--- config.mk ---
export PLATFORM = sky130hd
export DESIGN_NAME = cmd_parser
export DESIGN_NICKNAME = d
export VERILOG_FILES = /design/src/rtl/cmd_parser_pkg.sv /design/src/rtl/cmd_timeout.sv /design/src/rtl/cmd_parser.sv
export SDC_FILE = /design/constraint.sdc
export NUM_CORES = 1
export LEC_CHECK = 0
export CORE_UTILIZATION = 55
export CTS_CLUSTER_DIAMETER = 150
export DETAILED_ROUTE_END_ITERATION = 12
export HOLD_SLACK_MARGIN = 0.12
export PLACE_DENSITY = 0.8
export SYNTH_ARGS = -nofsm -noshare
export SYNTH_HDL_FRONTEND = slang
export SYNTH_SLANG_ARGS = --single-unit
--- constraint.sdc ---
create_clock -name clk -period 3.6 [get_ports clk]
set_input_delay 0.72 -clock clk [delete_from_list [all_inputs] [get_ports clk]]
set_output_delay 0.72 -clock clk [all_outputs]
set_load 0.05 [all_outputs]
--- src/rtl/cmd_parser_pkg.sv ---
// rtl/cmd_parser_pkg.sv - opcodes, frame limits and FSM encoding for the command parser
package cmd_parser_pkg;

  localparam logic [7:0] OP_SHORT_WR  = 8'h01;
  localparam logic [7:0] OP_WIDE_WR   = 8'h05;
  localparam logic [7:0] MAX_WIDE_LEN = 8'd4;

  typedef enum logic [2:0] {
    IDLE   = 3'd0,
    S_ADDR = 3'd1,
    S_DATA = 3'd2,
    W_LEN  = 3'd3,
    W_DATA = 3'd4,
    W_ADDR = 3'd5
  } state_t;

endpackage

--- src/rtl/cmd_timeout.sv ---
// rtl/cmd_timeout.sv - idle-cycle counter that flags a stalled frame
module cmd_timeout #(
  parameter int TIMEOUT = 255
) (
  input  logic clk,
  input  logic reset,
  input  logic clear,
  input  logic enable,
  output logic expire
);

  localparam int W = (TIMEOUT < 2) ? 1 : $clog2(TIMEOUT + 1);

  logic [W-1:0] count;

  // Expire on the cycle whose increment would bring the count to TIMEOUT.
  assign expire = enable && (count == W'(TIMEOUT - 1));

  // Count stalled cycles; any clear or expiry restarts from zero.
  always_ff @(posedge clk or posedge reset) begin
    if (reset) begin
      count <= '0;
    end else if (clear || expire) begin
      count <= '0;
    end else if (enable) begin
      count <= count + W'(1);
    end
  end

endmodule

--- src/rtl/cmd_parser.sv ---
// rtl/cmd_parser.sv - byte-stream command parser issuing register writes
module cmd_parser
  import cmd_parser_pkg::*;
#(
  parameter int TIMEOUT = 255
) (
  input  logic        clk,
  input  logic        reset,
  input  logic        cmd_wr,
  input  logic [7:0]  cmd_in,
  output logic        reg_wr,
  output logic [7:0]  reg_addr,
  output logic [31:0] reg_data,
  output logic        busy,
  output logic        cmd_err
);

  state_t      state, state_nxt;
  logic [7:0]  addr_q, addr_nxt;
  logic [31:0] acc, acc_nxt;
  logic [2:0]  rem, rem_nxt;
  logic [1:0]  idx, idx_nxt;
  logic        wr_nxt, err_nxt;
  logic [7:0]  reg_addr_nxt;
  logic [31:0] reg_data_nxt;
  logic        expire;

  assign busy = (state != IDLE);

  cmd_timeout #(.TIMEOUT(TIMEOUT)) u_timeout (
    .clk    (clk),
    .reset  (reset),
    .clear  (cmd_wr || (state == IDLE)),
    .enable (busy && !cmd_wr),
    .expire (expire)
  );

  // State register.
  always_ff @(posedge clk or posedge reset) begin
    if (reset) begin
      state <= IDLE;
    end else begin
      state <= state_nxt;
    end
  end

  // Next-state and datapath decode; a byte always beats a timeout since expire needs cmd_wr=0.
  always_comb begin
    state_nxt    = state;
    addr_nxt     = addr_q;
    acc_nxt      = acc;
    rem_nxt      = rem;
    idx_nxt      = idx;
    wr_nxt       = 1'b0;
    err_nxt      = 1'b0;
    reg_addr_nxt = reg_addr;
    reg_data_nxt = reg_data;
    if (expire) begin
      state_nxt = IDLE;
      err_nxt   = 1'b1;
    end else if (cmd_wr) begin
      case (state)
        IDLE: begin
          if (cmd_in == OP_SHORT_WR) begin
            state_nxt = S_ADDR;
          end else if (cmd_in == OP_WIDE_WR) begin
            state_nxt = W_LEN;
          end else begin
            err_nxt = 1'b1;
          end
        end
        S_ADDR: begin
          addr_nxt  = cmd_in;
          state_nxt = S_DATA;
        end
        S_DATA: begin
          reg_addr_nxt = addr_q;
          reg_data_nxt = {24'h000000, cmd_in};
          wr_nxt       = 1'b1;
          state_nxt    = IDLE;
        end
        W_LEN: begin
          if ((cmd_in != 8'd0) && (cmd_in <= MAX_WIDE_LEN)) begin
            rem_nxt   = cmd_in[2:0];
            idx_nxt   = 2'd0;
            acc_nxt   = 32'h0;
            state_nxt = W_DATA;
          end else begin
            err_nxt   = 1'b1;
            state_nxt = IDLE;
          end
        end
        W_DATA: begin
          acc_nxt[{idx, 3'b000} +: 8] = cmd_in;
          idx_nxt = idx + 2'd1;
          rem_nxt = rem - 3'd1;
          if (rem == 3'd1) begin
            state_nxt = W_ADDR;
          end
        end
        W_ADDR: begin
          reg_addr_nxt = cmd_in;
          reg_data_nxt = acc;
          wr_nxt       = 1'b1;
          state_nxt    = IDLE;
        end
        default: begin
          state_nxt = IDLE;
        end
      endcase
    end
  end

  // Datapath and registered output pulses.
  always_ff @(posedge clk or posedge reset) begin
    if (reset) begin
      addr_q   <= 8'h00;
      acc      <= 32'h0;
      rem      <= 3'd0;
      idx      <= 2'd0;
      reg_wr   <= 1'b0;
      cmd_err  <= 1'b0;
      reg_addr <= 8'h00;
      reg_data <= 32'h0;
    end else begin
      addr_q   <= addr_nxt;
      acc      <= acc_nxt;
      rem      <= rem_nxt;
      idx      <= idx_nxt;
      reg_wr   <= wr_nxt;
      cmd_err  <= err_nxt;
      reg_addr <= reg_addr_nxt;
      reg_data <= reg_data_nxt;
    end
  end

endmodule

==> run metrics, run 1 <==
mux cell area share after synthesis 5.58%; Die Ht 88.6 µm; total grt overflow 0; I/O pin cnt 54; slowest cell delay on critical path 0.72 ns; largest family of logic cells by synthesized area compound AO/OA/AOI/OAI gates; P&R area growth vs syn 22.4%; Longest Clk Path Bufs 2; Max FO, Critical Path 8; starting density of the core 56.9%; largest delay contributor family on the critical path buffers and inverters; slowest CP cell clkdlybuf4s50_1; Max Cap Viol 0; Cells after DPL 483; Least-Margin Pin Slew 0.914 ns; power per cell area 628 nW/µm²; GR peak layer met2; drc violations 0; min Tclk post-route 2.82 ns; largest net degree at the start of global routing 37; DP HPWL 6220 µm; setup bufs post-CTS 0; highest clock rate 354 MHz; Hold Vio Cnt, Final 0; Tot GR Track Use 26.1%; Layout Cells excl Fill 499; hold-fix buffers at CTS 0; num rows 31; Slew Limit Headroom 39.0%; Startpoint Class register; initial antenna violation count 0; Seq/Total Area, Yosys 59.4%; Distinct cells, synth 45; die area 7850 µm²; CP bufs+invs 2; Final #Nets 414; Post-synth top flop dfrtp_1; Hold Slack 0.487 ns; Synth Area in Simple Gates 8.79%; clk_skew 0.0142 ns; post-synth top area share 59.4%; Synth area leader dfrtp_1; detailed-route wire length 9260 µm; Post-Synth Adder-Cell Area 2.43%; maximum VDD drop 0.000314 V; Clock H-tree levels 3; LEAKAGE 2.27 nW; Avg Cell Area, Syn 12.3 µm²; GR Util met3 6.06%; WP data arrival 2.10 ns; Post-synth EDFFs 0; violation count after the first detailed-routing iteration 166; Vias/cell 5.93; TritonCTS Sinks 98; first-pass iteration count of the detailed router 4; Die X 88.6 µm; Hold Path Class register to register; top cells by count, synth dfrtp_1, a22o_1, o21ai_0; met1 Use GR 35.9%; wire length per cell 18.6 µm; Port Buffers 53; post-route clock period utilization 78.4%; WP data required 2.88 ns; endpoints failing setup 0; clock latency at the later pin of the worst-skew pair 0.37 ns; placed cell area 4840 µm²; Synth area leaders dfrtp_1, a22o_1, mux2i_1, o21ai_0, ha_1; CTS tree built; met2 usage 40.1%; core area 7250 µm²; Syn Inst Count 335; Clock Tree Root clkbuf_8; CP endpoint kind output pin; first-pass GRT wire length 15000 µm; ys async rst share 100%; setup TNS 0 ns; max-slew violations 0; Yosys warning total 0; Via Count 2961; area fraction in compound gates after synthesis 19.5%; critical path class register to output pin; crit path cell chain nor3_1 > inv_1 > clkdlybuf4s50_1; number of global-route vias before repair 2883; Syn Std Cell Area 4130 µm²; flops & latches, synth 98; status completed; most frequent cell after synthesis dfrtp_1; Place WS 0.699 ns; Setup WS post-layout 0.778 ns; diodes inserted 0; Post-Synth XOR/XNOR Area 1.27%; TritonCTS Buffers 9; RSZ-0062 raised after global routing no; layout cell share with drive strength beyond 1 12.8%; syn nets 354; Antenna Nets Post-Route 0; design area 5050 µm²; RePlAce Congestion 0.808; post-cts gate resize count 0; clock-pin slew on the worst setup and hold paths 0.09 ns
-- final cells by class --
| cell class | instances | area [µm²] |
|---|---|---|
| clock inverters | 5 | 61.3 |
| well taps | 99 | 124 |
| clock buffers | 11 | 151 |
| repair buffers | 69 | 651 |
| multi-input cells | 204 | 1560 |
| flip-flops and latches | 98 | 2450 |
| fillers | 544 | 2200 |
| inverters | 13 | 50.0 |
-- layout by cell type, fill, tap and decap left out, types with 7 or more instances in the layout --
| cell type | netlist | routed |
|---|---|---|
| mux2i_1 | 14 | 14 |
| nand2_1 | 20 | 20 |
| clkdlybuf4s50_1 | 0 | 53 |
| ha_1 | 8 | 8 |
| inv_1 | 13 | 12 |
| dfrtp_1 | 98 | 98 |
| nor2_1 | 14 | 14 |
| buf_4 | 0 | 16 |
| o21ai_0 | 21 | 20 |
| a22o_1 | 57 | 57 |
| mux2_2 | 8 | 8 |
| clkbuf_8 | 0 | 11 |
| nand3_1 | 7 | 7 |
-- metal layers --
metal | vias to the layer above | part of all wire (%)
li1 | 1353 | -
met1 | 1498 | 42
met2 | 93 | 50
met3 | 17 | 6.0
met4 | 0 | 2.1
met5 | - | 0
-- worst paths after layout --
kind                                  start           to  slack (ns)  cells past startpoint
worst max-delay path               state[1]         busy        0.78                      3
worst min-delay path            reg_addr[0]  reg_addr[0]        0.49                      2
worst max register to register     state[1]  reg_data[7]        1.35                      5
worst min register to register  reg_addr[0]  reg_addr[0]        0.49                      2
max in group asynchronous             reset     state[2]        2.11                      3
min in group asynchronous             reset    addr_q[3]        0.72                      2
-- cells by family (layout without fill, tap and decap cells) --
logic type / Yosys count / in the layout
simple gates: 67 / 67
mux: 22 / 22
compound gates: 101 / 101
fa+ha+maj: 8 / 8
flops: 98 / 98
xor+xnor: 6 / 6
buf+inv: 33 / 98
-- sequential cells by signal (all words and copies together) (netlist names) --
signal / cells
acc: 32
addr_q: 8
cmd_err: 1
idx: 2
reg_addr: 8
reg_data: 32
reg_wr: 1
rem: 3
state: 3
u_timeout.count: 8
-- report_power, final --
part,total [mW],switching (mW),internal [mW]
clock,0.749,0.386,0.363
sequential,1.41,0.126,1.28
combinational,1.02,0.657,0.359
total,3.17,1.17,2.00
-- through the flow --
| stage | util [%] | total power, mW |
|---|---|---|
| floorplan | - | 2.11 |
| global placement | 66.7 | 2.40 |
| detailed placement | 66.7 | 2.45 |
| CTS | 69.6 | 3.19 |
| global route | 69.6 | 3.34 |
| finish | 69.6 | 3.17 |
-- tightest hold or removal path, stage by stage (launching register included) --
cell and delay (ns):
dfrtp_1 0.35, nand2_1 0.04, o21ai_0 0.06
Note: power is estimated with default switching activity, not from simulation.
==> run 2, diff against run 1 <==
CORE_UTILIZATION = 49   (was 55)
PLACE_DENSITY = 0.75   (was 0.8)
clock period = 2.4 ns   (was 3.6 ns; I/O delays follow)
==> run metrics, run 2 (synthesis results as in run 1) <==
status completed; number of global-route vias before repair 2802; area of the multi-input gates 1560 µm²; most frequent cells in the layout dfrtp_1, a22o_1, clkdlybuf4s50_1; LEAKAGE 2.34 nW; Final #Nets 424; CP endpoint kind register; RSZ-0062 raised after global routing no; drc violations 0; clk_skew 0.0123 ns; Setup WS post-layout 0.177 ns; critical path class input port to register; Hold Crit Depth 2; Hold Path End reg_data[4]; power per cell area 930 nW/µm²; violation count after the first detailed-routing iteration 197; slowest cell delay on critical path 0.67 ns; starting density of the core 50.5%; Hold Slack 0.486 ns; initial antenna violation count 0; max-slew violations 0; TritonCTS Sinks 98; maximum VDD drop 0.000684 V; Hold Vio Cnt, Final 0; hold_sp reg_data[4]; RePlAce Congestion 0.798; layout cell share with drive strength beyond 1 14.9%; Reg2Reg Setup Slack 0.39 ns; crit path cell chain clkdlybuf4s50_1 > or4_1 > a2111oi_4 > buf_4 > a31oi_1 > o221a_2; die area 8790 µm²; CP bufs+invs 2; r2r startpoint state[1]; Total Power 4.81 mW; Tot GR Track Use 21.7%; slowest CP cell or4_1; clock latency at the later pin of the worst-skew pair 0.36 ns; Die X 93.8 µm; detailed-route wire length 8900 µm; Clock Tree Root clkbuf_8; Via Count 2908; CTS tree built; total grt overflow 0; TritonCTS Buffers 9; largest net degree at the start of global routing 99; commonest non-fill, non-tap cell in the layout dfrtp_1; Clock H-tree levels 3; clock-pin slew on the worst setup and hold paths 0.10 ns; min Tclk post-route 2.22 ns; Port Buffers 53; worst reg2reg endpoint reg_data[8]; wire length per cell 17.3 µm; fillcell total 638; setup bufs post-CTS 0; Register Area 2450 µm²; diodes inserted 0; I/O pin cnt 54; Max Cap Viol 0; DP HPWL 6030 µm; Hold Path Class register to register; highest clock rate 450 MHz; Max FO, Critical Path 7; Slew Limit Headroom 35.9%; WP data arrival 2.47 ns; P&R area growth vs syn 25.3%; final core utilization 63.3%; Die Ht 93.8 µm; Startpoint Class input port; Longest Clk Path Bufs 2; Vias/cell 5.65; num rows 33; largest delay contributor family on the critical path compound AO/OA/AOI/OAI gates; Least-Margin Pin Slew 0.961 ns; first-pass iteration count of the detailed router 4; core area 8180 µm²; Place WS -0.184 ns; top flop regs acc: 32 flops, reg_data: 32 flops; post-route clock period utilization 92.6%; Antenna Nets Post-Route 0; endpoints failing setup 0; FF-to-FF path depth 3; setup TNS 0 ns; first-pass GRT wire length 14300 µm; WP data required 2.64 ns
[run 2: changes by cell type in the layout (fill, tap and decap cells not counted), sizes merged]
cell	previous run	this run
buf	16	26
clkbuf	11	9
clkdlybuf4s50	53	52
clkinv	4	3
clkinvlp	0	1
dlymetal6s2s	0	1
inv	13	15
[run 2: stage by stage]
stage,instance area [µm²],std cells
global route,5170,515
floorplan,4130,335
finish,5170,515
detailed placement,4950,499
global placement,4950,499
CTS,5170,515
[run 2: report_power, final]
group / switching, mW / leakage [nW] / internal (mW) / total, mW
Sequential: 0.182 / 1.32 / 1.92 / 2.10
Clock: 0.626 / 0.110 / 0.513 / 1.14
Combinational: 0.976 / 0.911 / 0.589 / 1.57
[run 2: worst min-delay path, delay by kind of cell, from the launching register on]
| kind | cells | cell delay (ns) |
|---|---|---|
| compound gates | 1 | 0.06 |
| flops | 1 | 0.35 |
| simple gates | 1 | 0.04 |
[run 2: worst max path at each step]
stage	startpoint	end	slack, ns	depth (start not counted)
2_1_floorplan	cmd_in[0]	rem[0]	0.14	5
3_3_place_gp	cmd_in[3]	rem[0]	-0.15	6
3_5_place_dp	cmd_in[3]	rem[0]	-0.18	6
4_1_cts	state[1]	busy	0.003	3
5_1_grt	cmd_in[3]	rem[0]	0.12	6
6_report	cmd_in[3]	rem[0]	0.18	6
[run 2: what timing repair did]
action                     4_1_cts  5_1_grt
gates resized for setup          0        1
hold buffers                     0        0
setup endpoints to repair        0        1
[run 2: cell type report]
type                            instances  share of cell area (%)
Sequential cell                        98                    47.4
Tap cell                              105                    2.54
Multi-Input combinational cell        204                    30.2
Clock buffer                            9                    2.40
Timing Repair Buffer                   79                    14.6
Inverter                               13                    1.02
Clock inverter                          7                    1.89
[run 2: metal layers]
metal	vias up	global-route usage, %	part of all wire (%)
met5	-	0	0
met4	0	5.77	0.94
met3	4	4.85	5.0
met2	67	35.0	49
li1	1372	-	-
met1	1465	29.5	45
==> run 3, diff against run 2 <==
CORE_ASPECT_RATIO = 1.75   (was not set)
==> run metrics, run 3 (synthesis results as in run 1) <==
P&R area growth vs syn 27.4%; TritonCTS Sinks 98; wire length per cell 17.9 µm; first-pass GRT wire length 14800 µm; most frequent cells in the layout dfrtp_1, a22o_1, clkdlybuf4s50_1; Startpoint Class input port; slowest cell delay on critical path 0.62 ns; metal2 WL 4910 µm; Port Buffers 53; Clock Tree Root clkbuf_16; endpoints failing setup 0; DP HPWL 6330 µm; Via Count 2896; detailed-route wire length 8940 µm; CP endpoint kind register; min Tclk post-route 2.25 ns; WP data required 2.66 ns; diodes inserted 0; Longest Clk Path Bufs 2; failing checks design-rule violations; highest clock rate 444 MHz; hold-fix buffers at CTS 0; setup bufs post-CTS 0; Slew Limit Headroom 40.5%; met3 WL 290 µm; commonest non-fill, non-tap cell in the layout dfrtp_1; core area 8020 µm²; Vias/cell 5.79; max layer used met4; RePlAce Congestion 0.818; die area 8810 µm²; Max Cap Viol 0; WP data arrival 2.51 ns; largest net degree at the start of global routing 48; first-pass iteration count of the detailed router 11; Clock H-tree levels 3; max-slew violations 0; Die X 71.4 µm; CP bufs+invs 2; Tot GR Track Use 22.3%; CTS tree built; status finished with violations; num rows 43; Final #Nets 424; critical path class input port to register; Hold Path Class register to register; RSZ-0062 raised after global routing no; Least-Margin Pin Slew 0.892 ns; post-route clock period utilization 93.8%; Hold Vio Cnt, Final 0; I/O pin cnt 54; layout cell share with drive strength beyond 1 15.1%; total grt overflow 0; clock-pin slew on the worst setup and hold paths 0.07 ns; power per cell area 971 nW/µm²; number of global-route vias before repair 2940; Antenna Nets Post-Route 0; Setup WS post-layout 0.148 ns; Layout Cells excl Fill 500; LEAKAGE 2.38 nW; crit path cell chain clkdlybuf4s50_1 > or4_1 > a2111oi_4 > buf_4 > o21a_1 > a2bb2oi_1; maximum VDD drop 0.000659 V; Max FO, Critical Path 9; Cells after DPL 484; top flop regs acc: 32 flops, reg_data: 32 flops; Place WS -0.246 ns; Die Ht 123 µm; drc violations 6; initial antenna violation count 0; clk_skew 0.00789 ns; M1 WL 3620 µm; starting density of the core 51.5%; violation count after the first detailed-routing iteration 240; largest delay contributor family on the critical path buffers and inverters; TritonCTS Buffers 9; clock latency at the later pin of the worst-skew pair 0.34 ns; slowest CP cell or4_1
## run 3: cell count changes in the layout (fill, tap and decap cells not counted), sizes merged
cell and change:
clkbuf +1, clkinv -1, dlygate4sd2 +1, dlymetal6s2s -1
## run 3: area by class of cell
cell class	count	area, µm²
Fill cell	602	2760
Sequential cell	98	2450
Multi-Input combinational cell	204	1570
Timing Repair Buffer	79	762
Clock buffer	10	239
Tap cell	90	113
Clock inverter	6	70.1
Inverter	13	52.6
## run 3: final timing paths
path / slack (ns) / start / cells past startpoint / endpoint
worst max-delay path: 0.15 / cmd_in[4] / 6 / rem[1]
worst min-delay path: 0.48 / reg_data[2] / 2 / reg_data[2]
worst max register to register: 0.47 / state[1] / 3 / reg_data[19]
worst min register to register: 0.48 / reg_data[2] / 2 / reg_data[2]
max in group asynchronous: 1.28 / reset / 3 / acc[17]
min in group asynchronous: 0.53 / reset / 2 / reg_addr[6]
## run 3: power breakdown
| part | switching [mW] | total (mW) | internal (mW) |
|---|---|---|---|
| clock network | 0.622 | 1.47 | 0.847 |
| logic | 0.968 | 1.53 | 0.561 |
| registers | 0.183 | 2.11 | 1.92 |
| total | 1.77 | 5.10 | 3.33 |
## run 3: timing repair
item                       4_1_cts  5_1_grt
resized for setup                1        1
setup endpoints to repair        1        4
gates cloned                     0        0
## run 3: stage by stage
step | total power [mW] | TNS, ns | cell area, µm² | hold WS (ns) | util, %
after global placement | 3.63 | -6.15 | 4940 | 0.463 | 61.6
after CTS | 5.14 | 0 | 5250 | 0.485 | 65.5
after detailed placement | 3.68 | -7.16 | 4940 | 0.470 | 61.6
after floorplan | 3.16 | 0 | 4130 | 0.466 | -
after global routing | 5.36 | 0 | 5260 | 0.512 | 65.6
final | 5.10 | 0 | 5260 | 0.482 | 65.6
## run 3: metal layers
| metal | up-vias | GRT usage [%] |
|---|---|---|
| met2 | 63 | 38.4 |
| li1 | 1365 | - |
| met3 | 9 | 4.40 |
| met4 | 0 | 8.63 |
| met1 | 1459 | 27.4 |
| met5 | - | 0 |
## run 3: worst min-delay path: stages (launching register included)
cell and delay, ns:
dfrtp_1 0.34, nand2_1 0.05, o21ai_0 0.06
